$ cat config.mk
export PLATFORM = sky130hd
export DESIGN_NAME = fp32_add
export DESIGN_NICKNAME = d
export VERILOG_FILES = /design/src/rtl/fp32_pkg.sv /design/src/rtl/fp32_add.sv
export SDC_FILE = /design/constraint.sdc
export NUM_CORES = 1
export LEC_CHECK = 0
export CAP_MARGIN = 0
export CORE_ASPECT_RATIO = 0.6
export CORE_MARGIN = 8
export CORE_UTILIZATION = 60
export DETAILED_ROUTE_END_ITERATION = 7
export GPL_TIMING_DRIVEN = 1
export PLACE_DENSITY = 0.84
export SLEW_MARGIN = 25
export SYNTH_ARGS = -nofsm -noshare
export SYNTH_HDL_FRONTEND = slang
export SYNTH_SLANG_ARGS = --single-unit
$ cat constraint.sdc
create_clock -name clk -period 10.71 [get_ports clk]
set_input_delay 2.6775 -clock clk [delete_from_list [all_inputs] [get_ports clk]]
set_output_delay 2.6775 -clock clk [all_outputs]
set_load 0.02 [all_outputs]
$ cat src/rtl/fp32_pkg.sv
// Shared binary32 definitions for the adder tree.
// Contents:
//   fp32_t     - packed sign/exponent/fraction view of a binary32 word
//   FP32_QNAN  - canonical quiet NaN produced by every invalid operation
//   FP32_PINF  - +Inf encoding (OR in the sign bit for -Inf)
//   BIAS       - binary32 exponent bias
//   N_IN       - operand count of the reduction tree (fixed, depth 2)
//   ADD_LAT    - register stages inside one fp32_add
//   lzc27()    - leading-zero count of a 27-bit significand+GRS field
package fp32_pkg;

    typedef struct packed {
        logic        s;
        logic [7:0]  e;
        logic [22:0] f;
    } fp32_t;

    localparam logic [31:0] FP32_QNAN = 32'h7FC0_0000;
    localparam logic [31:0] FP32_PINF = 32'h7F80_0000;
    localparam int unsigned BIAS      = 127;
    localparam int unsigned N_IN      = 4;
    localparam int unsigned ADD_LAT   = 3;

    // Returns 27 for an all-zero input; callers treat a zero sum separately.
    function automatic logic [4:0] lzc27(input logic [26:0] v);
        logic [4:0] n;
        n = 5'd27;
        for (int i = 0; i < 27; i++) begin
            if (v[i]) n = 5'(26 - i);
        end
        return n;
    endfunction

endpackage

$ cat src/rtl/fp32_add.sv
// Three-stage pipelined binary32 adder (align, add, normalize/round), RNE, FTZ.
// Ports:
//   clk, rst   - clock, synchronous active-high reset
//   in_valid   - a/b carry a valid operand pair this cycle
//   a, b       - binary32 operands
//   out_valid  - y carries the sum of the pair accepted three edges earlier
//   y          - binary32 sum (subnormal/zero results as +0, overflow to Inf, canonical qNaN)
module fp32_add
    import fp32_pkg::*;
(
    input  logic        clk,
    input  logic        rst,
    input  logic        in_valid,
    input  logic [31:0] a,
    input  logic [31:0] b,
    output logic        out_valid,
    output logic [31:0] y
);

    // ---------------- Stage 1: classify, order by magnitude, align ----------------
    fp32_t       w_a, w_b, w_big, w_sml;
    logic        w_a_nan, w_b_nan, w_a_inf, w_b_inf;
    logic [30:0] w_a_mag, w_b_mag;
    logic        w_swap;
    logic [23:0] w_big_sig, w_sml_sig;
    logic [7:0]  w_shift;
    logic [53:0] w_ext;
    logic [26:0] w_sml_al;

    assign w_a = a;
    assign w_b = b;
    assign w_a_nan = (w_a.e == 8'hFF) && (w_a.f != 23'd0);
    assign w_b_nan = (w_b.e == 8'hFF) && (w_b.f != 23'd0);
    assign w_a_inf = (w_a.e == 8'hFF) && (w_a.f == 23'd0);
    assign w_b_inf = (w_b.e == 8'hFF) && (w_b.f == 23'd0);

    // Subnormals rank as zero so the flushed operand always ends up as the smaller one.
    assign w_a_mag = (w_a.e == 8'd0) ? 31'd0 : {w_a.e, w_a.f};
    assign w_b_mag = (w_b.e == 8'd0) ? 31'd0 : {w_b.e, w_b.f};
    assign w_swap  = w_b_mag > w_a_mag;
    assign w_big   = w_swap ? w_b : w_a;
    assign w_sml   = w_swap ? w_a : w_b;

    assign w_big_sig = (w_big.e == 8'd0) ? 24'd0 : {1'b1, w_big.f};
    assign w_sml_sig = (w_sml.e == 8'd0) ? 24'd0 : {1'b1, w_sml.f};
    assign w_shift   = w_big.e - w_sml.e;

    // Upper 27 bits are sig+GRS after the shift, lower 27 bits catch what falls off.
    assign w_ext = {w_sml_sig, 30'd0} >> w_shift;

    always_comb begin
        w_sml_al = {w_ext[53:28], w_ext[27] | (|w_ext[26:0])};
        if (w_shift >= 8'd27) begin
            w_sml_al = {26'd0, |w_sml_sig};
        end
    end

    logic        r1_valid, r1_sign, r1_sub, r1_nan, r1_inf, r1_inf_s;
    logic [7:0]  r1_exp;
    logic [26:0] r1_big, r1_sml;

    always_ff @(posedge clk) begin
        if (rst) begin
            r1_valid <= 1'b0;
            r1_sign  <= 1'b0;
            r1_sub   <= 1'b0;
            r1_nan   <= 1'b0;
            r1_inf   <= 1'b0;
            r1_inf_s <= 1'b0;
            r1_exp   <= 8'd0;
            r1_big   <= 27'd0;
            r1_sml   <= 27'd0;
        end else begin
            r1_valid <= in_valid;
            r1_sign  <= w_big.s;
            r1_sub   <= w_big.s ^ w_sml.s;
            r1_nan   <= w_a_nan | w_b_nan | (w_a_inf & w_b_inf & (w_a.s ^ w_b.s));
            r1_inf   <= w_a_inf | w_b_inf;
            r1_inf_s <= w_a_inf ? w_a.s : w_b.s;
            r1_exp   <= w_big.e;
            r1_big   <= {w_big_sig, 3'b000};
            r1_sml   <= w_sml_al;
        end
    end

    // ---------------- Stage 2: significand add/subtract ----------------
    // |big| >= |small|, so the difference never goes negative.
    logic [27:0] w_sum;

    assign w_sum = r1_sub ? ({1'b0, r1_big} - {1'b0, r1_sml})
                          : ({1'b0, r1_big} + {1'b0, r1_sml});

    logic        r2_valid, r2_sign, r2_nan, r2_inf, r2_inf_s;
    logic [7:0]  r2_exp;
    logic [27:0] r2_sum;

    always_ff @(posedge clk) begin
        if (rst) begin
            r2_valid <= 1'b0;
            r2_sign  <= 1'b0;
            r2_nan   <= 1'b0;
            r2_inf   <= 1'b0;
            r2_inf_s <= 1'b0;
            r2_exp   <= 8'd0;
            r2_sum   <= 28'd0;
        end else begin
            r2_valid <= r1_valid;
            r2_sign  <= r1_sign;
            r2_nan   <= r1_nan;
            r2_inf   <= r1_inf;
            r2_inf_s <= r1_inf_s;
            r2_exp   <= r1_exp;
            r2_sum   <= w_sum;
        end
    end

    // ---------------- Stage 3: normalize, round, special cases ----------------
    logic [4:0]        w_lz;
    logic [26:0]       w_norm;
    logic signed [9:0] w_exp_n, w_exp_f;
    logic              w_up;
    logic [24:0]       w_rnd;
    logic [22:0]       w_mant;
    logic [31:0]       w_y;

    assign w_lz = lzc27(r2_sum[26:0]);

    always_comb begin
        if (r2_sum[27]) begin
            w_norm  = {r2_sum[27:2], r2_sum[1] | r2_sum[0]};
            w_exp_n = $signed({2'b00, r2_exp}) + 10'sd1;
        end else begin
            // Shifts of more than one place only happen when no bits were lost in alignment.
            w_norm  = r2_sum[26:0] << w_lz;
            w_exp_n = $signed({2'b00, r2_exp}) - $signed({5'd0, w_lz});
        end

        w_up    = w_norm[2] & (w_norm[1] | w_norm[0] | w_norm[3]);
        w_rnd   = {1'b0, w_norm[26:3]} + {24'd0, w_up};
        w_mant  = w_rnd[24] ? w_rnd[23:1] : w_rnd[22:0];
        w_exp_f = w_exp_n + (w_rnd[24] ? 10'sd1 : 10'sd0);

        w_y = {r2_sign, w_exp_f[7:0], w_mant};
        if (r2_sum == 28'd0) begin
            w_y = 32'h0;
        end else if (w_exp_f >= 10'sd255) begin
            w_y = FP32_PINF | {r2_sign, 31'd0};
        end else if (w_exp_f <= 10'sd0) begin
            w_y = 32'h0;
        end
        if (r2_inf) w_y = FP32_PINF | {r2_inf_s, 31'd0};
        if (r2_nan) w_y = FP32_QNAN;
    end

    logic        r3_valid;
    logic [31:0] r3_y;

    always_ff @(posedge clk) begin
        if (rst) begin
            r3_valid <= 1'b0;
            r3_y     <= 32'h0;
        end else begin
            r3_valid <= r2_valid;
            if (r2_valid) r3_y <= w_y;
        end
    end

    assign out_valid = r3_valid;
    assign y         = r3_y;

endmodule

# Yosys cells after proc, flatten, opt, wreduce, memory -nomap -nowiden
# Index checks and enable logic that the tools add are counted.
# totals
reg_bits	142
latch_bits	0
mem_bits_rw	0
rom_bits	0
in_bits	67
out_inout_bits	33
wordCells	110
memories	0
# classes
n_addsub	7
multipliers	0
div	0
order_cmp	4
n_eq_ne	2
n_shift	2
muxes	45
bitwise_logic	12
n_reduce_logical	17
# ops
cell	n
$mux W32	7
$mux W5	26
$mux W31	2
$shr A54 B8 Y54	1
$mux W24	2
$logic_not A23 Y1	2
$reduce_bool A23 Y1	2
$logic_not A8 Y1	4
$gt A31 B31 Y1	1
$add A27 B27 Y28	1
$logic_not A28 Y1	1
$mux W28	1
$sub A27 B27 Y28	1
$mux W27	1
$reduce_or A27 Y1	1
$shl A27 B5 Y27	1
$add A24 B1 Y25	1
$reduce_or A24 Y1	1
$mux W23	1
$eq A8 B8 Y1 const B	2
$add A10 B2 Y10	1
$ge A10 B9 Y1 const B	1
$le A10 B1 Y1 const B	1
$mux W10	1
10 further kinds	26

# Depth between registers and ports, before layout
# depth
ltp_word	41
depth_mapped	30
ltp_nobuf	26

# Worst setup path after synthesis
# OpenSTA, ideal clock, no wires.
# synth_path
kind	input port to flip-flop
from	in b[27]
to	reg r1_sml[0]
setup_ps	140
arrival_time_ps	8654
t_required_ps	10570
slack_ps	1917
stages	27
n_path_buf	8
path_cell_list	clkbuf_1 nor4_1 nand2_1 clkbuf_1 and2_1 ha_1 and3_1 a221oi_1 a21oi_1 o31a_1 a21oi_2 buf_2 buf_2 clkbuf_1 clkbuf_1 a21oi_1 ha_1 clkbuf_1 clkinv_1 clkbuf_1 mux4_2 nand2_1 o21ai_0 nor4b_1 a311oi_1 o221ai_1 a221oi_1
# synth_between
elab_chain_len	10
# synth_rtl
item	line_no	source
from (decl)	fp32_add.sv:15	input logic [31:0] b,
branches (longest 9 deep; another with $gt A31 B31 Y1)	--	
$mux W1 *	fp32_add.sv:53	if (w_shift >= 8'd27) begin
to (signal assigned)	fp32_add.sv:82	r1_sml <= w_sml_al;
to (decl)	fp32_add.sv:60	logic [26:0] r1_big, r1_sml;
# Every way passes the cells marked *.
# A chain may end at the register's enable or synchronous reset.

# Worst setup path in the final report
# Ends and elaborated chain as after synthesis.

==> results.md <==
• status: complete, no violations
• end of the worst register-to-register path: y[20]
• worst reg2reg setup slack: 1.94 ns
• Leak Pwr: 0.00633 uW
• Avg Synthesized Cell Area: 7.37 sq um
• share of post-route cells with drive strength above 1: 7.42%
• Ys Warns: 0
• Worst Setup Slack, final: 1.58 ns
• count of flip-flops with a built-in enable after synthesis: 0
• clock network latency to the later pin of the worst-skew pair: 0.45 ns
• number of clock sinks: 139
• fin crit share: 85.3%
• crit-path cells: clkdlybuf4s50_1 -> nor4_1 -> nand2_1 -> and2_1 -> ha_1 -> nand4_1 -> nor4_1 -> nand2_1 -> a21boi_0 -> a21oi_4 -> a21oi_1 -> ha_1 -> a221oi_2 -> nand2_2 -> buf_4 -> mux2i_1 -> mux2_2 -> nand2_1 -> nor4_1 -> o31ai_1 -> o221ai_1 -> a221oi_1
• Detailed Route WL: 54300 um
• worst reg2reg startpoint: r2_sum[13]
• number of gates resized after CTS: 0
• Core Footprint: 23300 sq um
• CP Buf/Inv Count: 2
• CP max FO: 29
• number of hold-slack violations in the final timing report: 0
• die boundary width: 216 um
• CTS clock-pin slew for the worst setup and hold paths: 0.07 ns
• number of cells on the worst reg-to-reg path: 23
• Iteration-0 DRC Markers: 2917
• Fmax achieved: 110 MHz
• Syn Inst Count: 1948
• Routed Antenna Nets: 0
• Routed WL per cell: 23.8 um
• total via count after detailed routing: 16106
• starting density of the core: 61.6%
• maximum number of pins on one net before global-route repair: 80
• vertical die dimension: 136 um
• Post-CTS Hold Fix Bufs: 0
• setup repair after global routing missed its margin: no
• cells taking the most area after synthesis: dfxtp_1 (19%), ha_1 (7.8%), nand2_1 (7.1%)
• startpoint of the lowest-slack hold path: r1_exp[7]
• combined area of all synthesized cells: 14400 sq um
• setup TNS after final layout: 0 ns
• total iterations of the first detailed-routing run: 7
• Max Buffers Root-to-Sink: 2
• number of top-level pins: 100
• Most used DFF post-synth: dfxtp_1
• TritonCTS clock tree: yes
• post-layout utilization of the core: 68.5%
• area leader, netlist: dfxtp_1
• vias per inst: 7.05
• global-route usage over all layers: 35.2%
• count of buffers added by post-CTS timing repair for setup: 0
• part of the Yosys area used for sequential elements: 19.4%
• cell type of the slowest stage on the worst timing path: nor4_1
• global placement routability congestion: 1.06
• final setup fails: 0
• master cell of the clock root buffer: clkbuf_16
• fraction of registers with async set/reset: 0%
• net count of the finished layout: 2113
• cell depth of the worst hold path: 1
• standard-cell row count: 43
• wire length of the first global-routing pass: 82600 um
• worst hold slack: 0.441 ns
• Post-route DRC: 0
• number of clock buffers inserted by TritonCTS: 17
• post-route standard cell area excluding fillers: 16000 sq um
• Synth cell types: 110
• startpoint class of the critical path: input pin
• number of antenna violations at the first check in global routing: 1
• peak supply drop: 122 uV
• dominant delay contributor by cell family on the critical path: simple AND/OR/NAND/NOR gates
• area delta synth->final: 11.2%
• Mapped Nets: 2107
• endpoint kind of the worst setup timing path: flip-flop
• number of global-route vias before repair: 14362
• critical setup path kind: input pin to flip-flop
• area post-placement: 15300 sq um
• count of input and output buffers: 99
• total of flip-flops plus latches after synthesis: 139
• die area: 29300 sq um
• final worst path period need: 9.13 ns
• worst endpoint required time: 10.99 ns
• Tightest Hold Check Type: flip-flop to flip-flop
• final setup skew: 0.00976 ns
• grt total ovfl: 0
• number of pins exceeding their max-slew limit in the final report: 0
• reported max-cap violation count: 0
• HPWL after DPL: 41100 um
• Max stage delay on crit path: 0.63 ns
• number of H-tree levels: 4
• endpoint of the worst hold path: r2_exp[7]
• Slew headroom: 24.5%
• worst setup timing slack at the placement stage: 1.08 ns
• Power Dens Cells: 179 nW/um^2
• worst endpoint data arrival time: 9.41 ns
• slew at the pin closest to its max-slew limit: 1.12 ns
• fraction of post-synthesis cell area in the top cell type by area: 19.4%
==> layout make-up <==
cell class / count / area [sq um]
diodes: 2 / 5.00
clock buffers: 18 / 439
clock inverters: 14 / 150
fillers: 1934 / 7340
inverters: 99 / 377
multi-input cells: 1574 / 10600
flip-flops and latches: 139 / 2780
well taps: 315 / 394
repair buffers: 123 / 1170
==> registers in the layout, summed over array words and instances (netlist names), 8 cells and up <==
register,count
r1_big,24
r1_exp,8
r1_sml,27
r2_exp,8
r2_sum,28
y,32
==> metal layers <==
metal	vias to the layer above	global-route usage, %	part of all wire [%]
met5	-	2.33	0.17
met4	2	7.39	1.8
met1	7508	50.6	44
met2	1282	45.7	37
li1	7148	-	-
met3	166	17.1	17
==> stage by stage <==
| step | power, uW | cells |
|---|---|---|
| floorplan | 1710 | 1948 |
| global placement | 2130 | 2249 |
| detailed placement | 2140 | 2249 |
| CTS | 2750 | 2281 |
| global route | 2950 | 2282 |
| finish | 2860 | 2284 |
==> cells in the final DEF (no fill, tap or decap), types with 18 or more instances in the layout <==
cell / n
o211ai_1: 29
nor4_1: 28
nand2b_1: 22
clkdlybuf4s50_1: 98
nand4_1: 26
xnor2_1: 34
nand3_1: 38
nor2_1: 176
buf_4: 23
inv_1: 89
and3_1: 29
a21oi_1: 134
and2_1: 36
mux2i_1: 62
o21ai_0: 71
ha_1: 90
nand2_1: 269
dfxtp_1: 139
a211oi_1: 33
a31oi_1: 44
nor3_1: 49
nor2b_1: 31
a21o_1: 22
mux4_2: 18
xor2_1: 22
==> cells by family after synthesis <==
logic type,synth area share [%]
and+or+nand+nor,26.7
xor gates and xnor gates,3.60
adders and majority gates,8.20
AOI/OAI and AO/OA,27.3
buffers and inverters,6.88
DFF,19.4
muxes,7.93
==> worst max path at each step <==
| stage | slack (ns) | end | depth (start not counted) | start |
|---|---|---|---|---|
| 2_1_floorplan | 1.92 | r1_sml[0] | 27 | b[27] |
| 4_1_cts | 1.53 | r1_sml[0] | 23 | b[27] |
| 3_3_place_gp | 1.37 | r1_sml[0] | 23 | b[27] |
| 5_1_grt | 0.98 | r1_sml[14] | 17 | b[27] |
| 6_report | 1.58 | r1_sml[0] | 22 | b[27] |
| 3_5_place_dp | 1.08 | r1_sml[0] | 23 | b[27] |
==> cell usage after synthesis, types with 16 or more instances <==
library cell	instances
nor2_1	176
xor2_1	24
mux4_2	18
a21oi_1	134
a21o_1	22
a211oi_1	33
nor2b_1	31
a31oi_1	44
clkbuf_1	92
and2_1	36
buf_2	22
and3_1	29
xnor2_1	35
nand2_1	270
o22ai_1	16
nand2b_1	22
o211ai_1	29
ha_1	90
nor4_1	28
dfxtp_1	139
or3_1	17
inv_1	89
o21ai_0	71
nand4_1	26
nor3_1	49
mux2i_1	62
nand3_1	38
==> where the power goes <==
part           switching [uW]  internal (uW)
Clock                     267            335
Sequential               64.0            553
Combinational            1080            565
(Power assumes the default switching activity.)
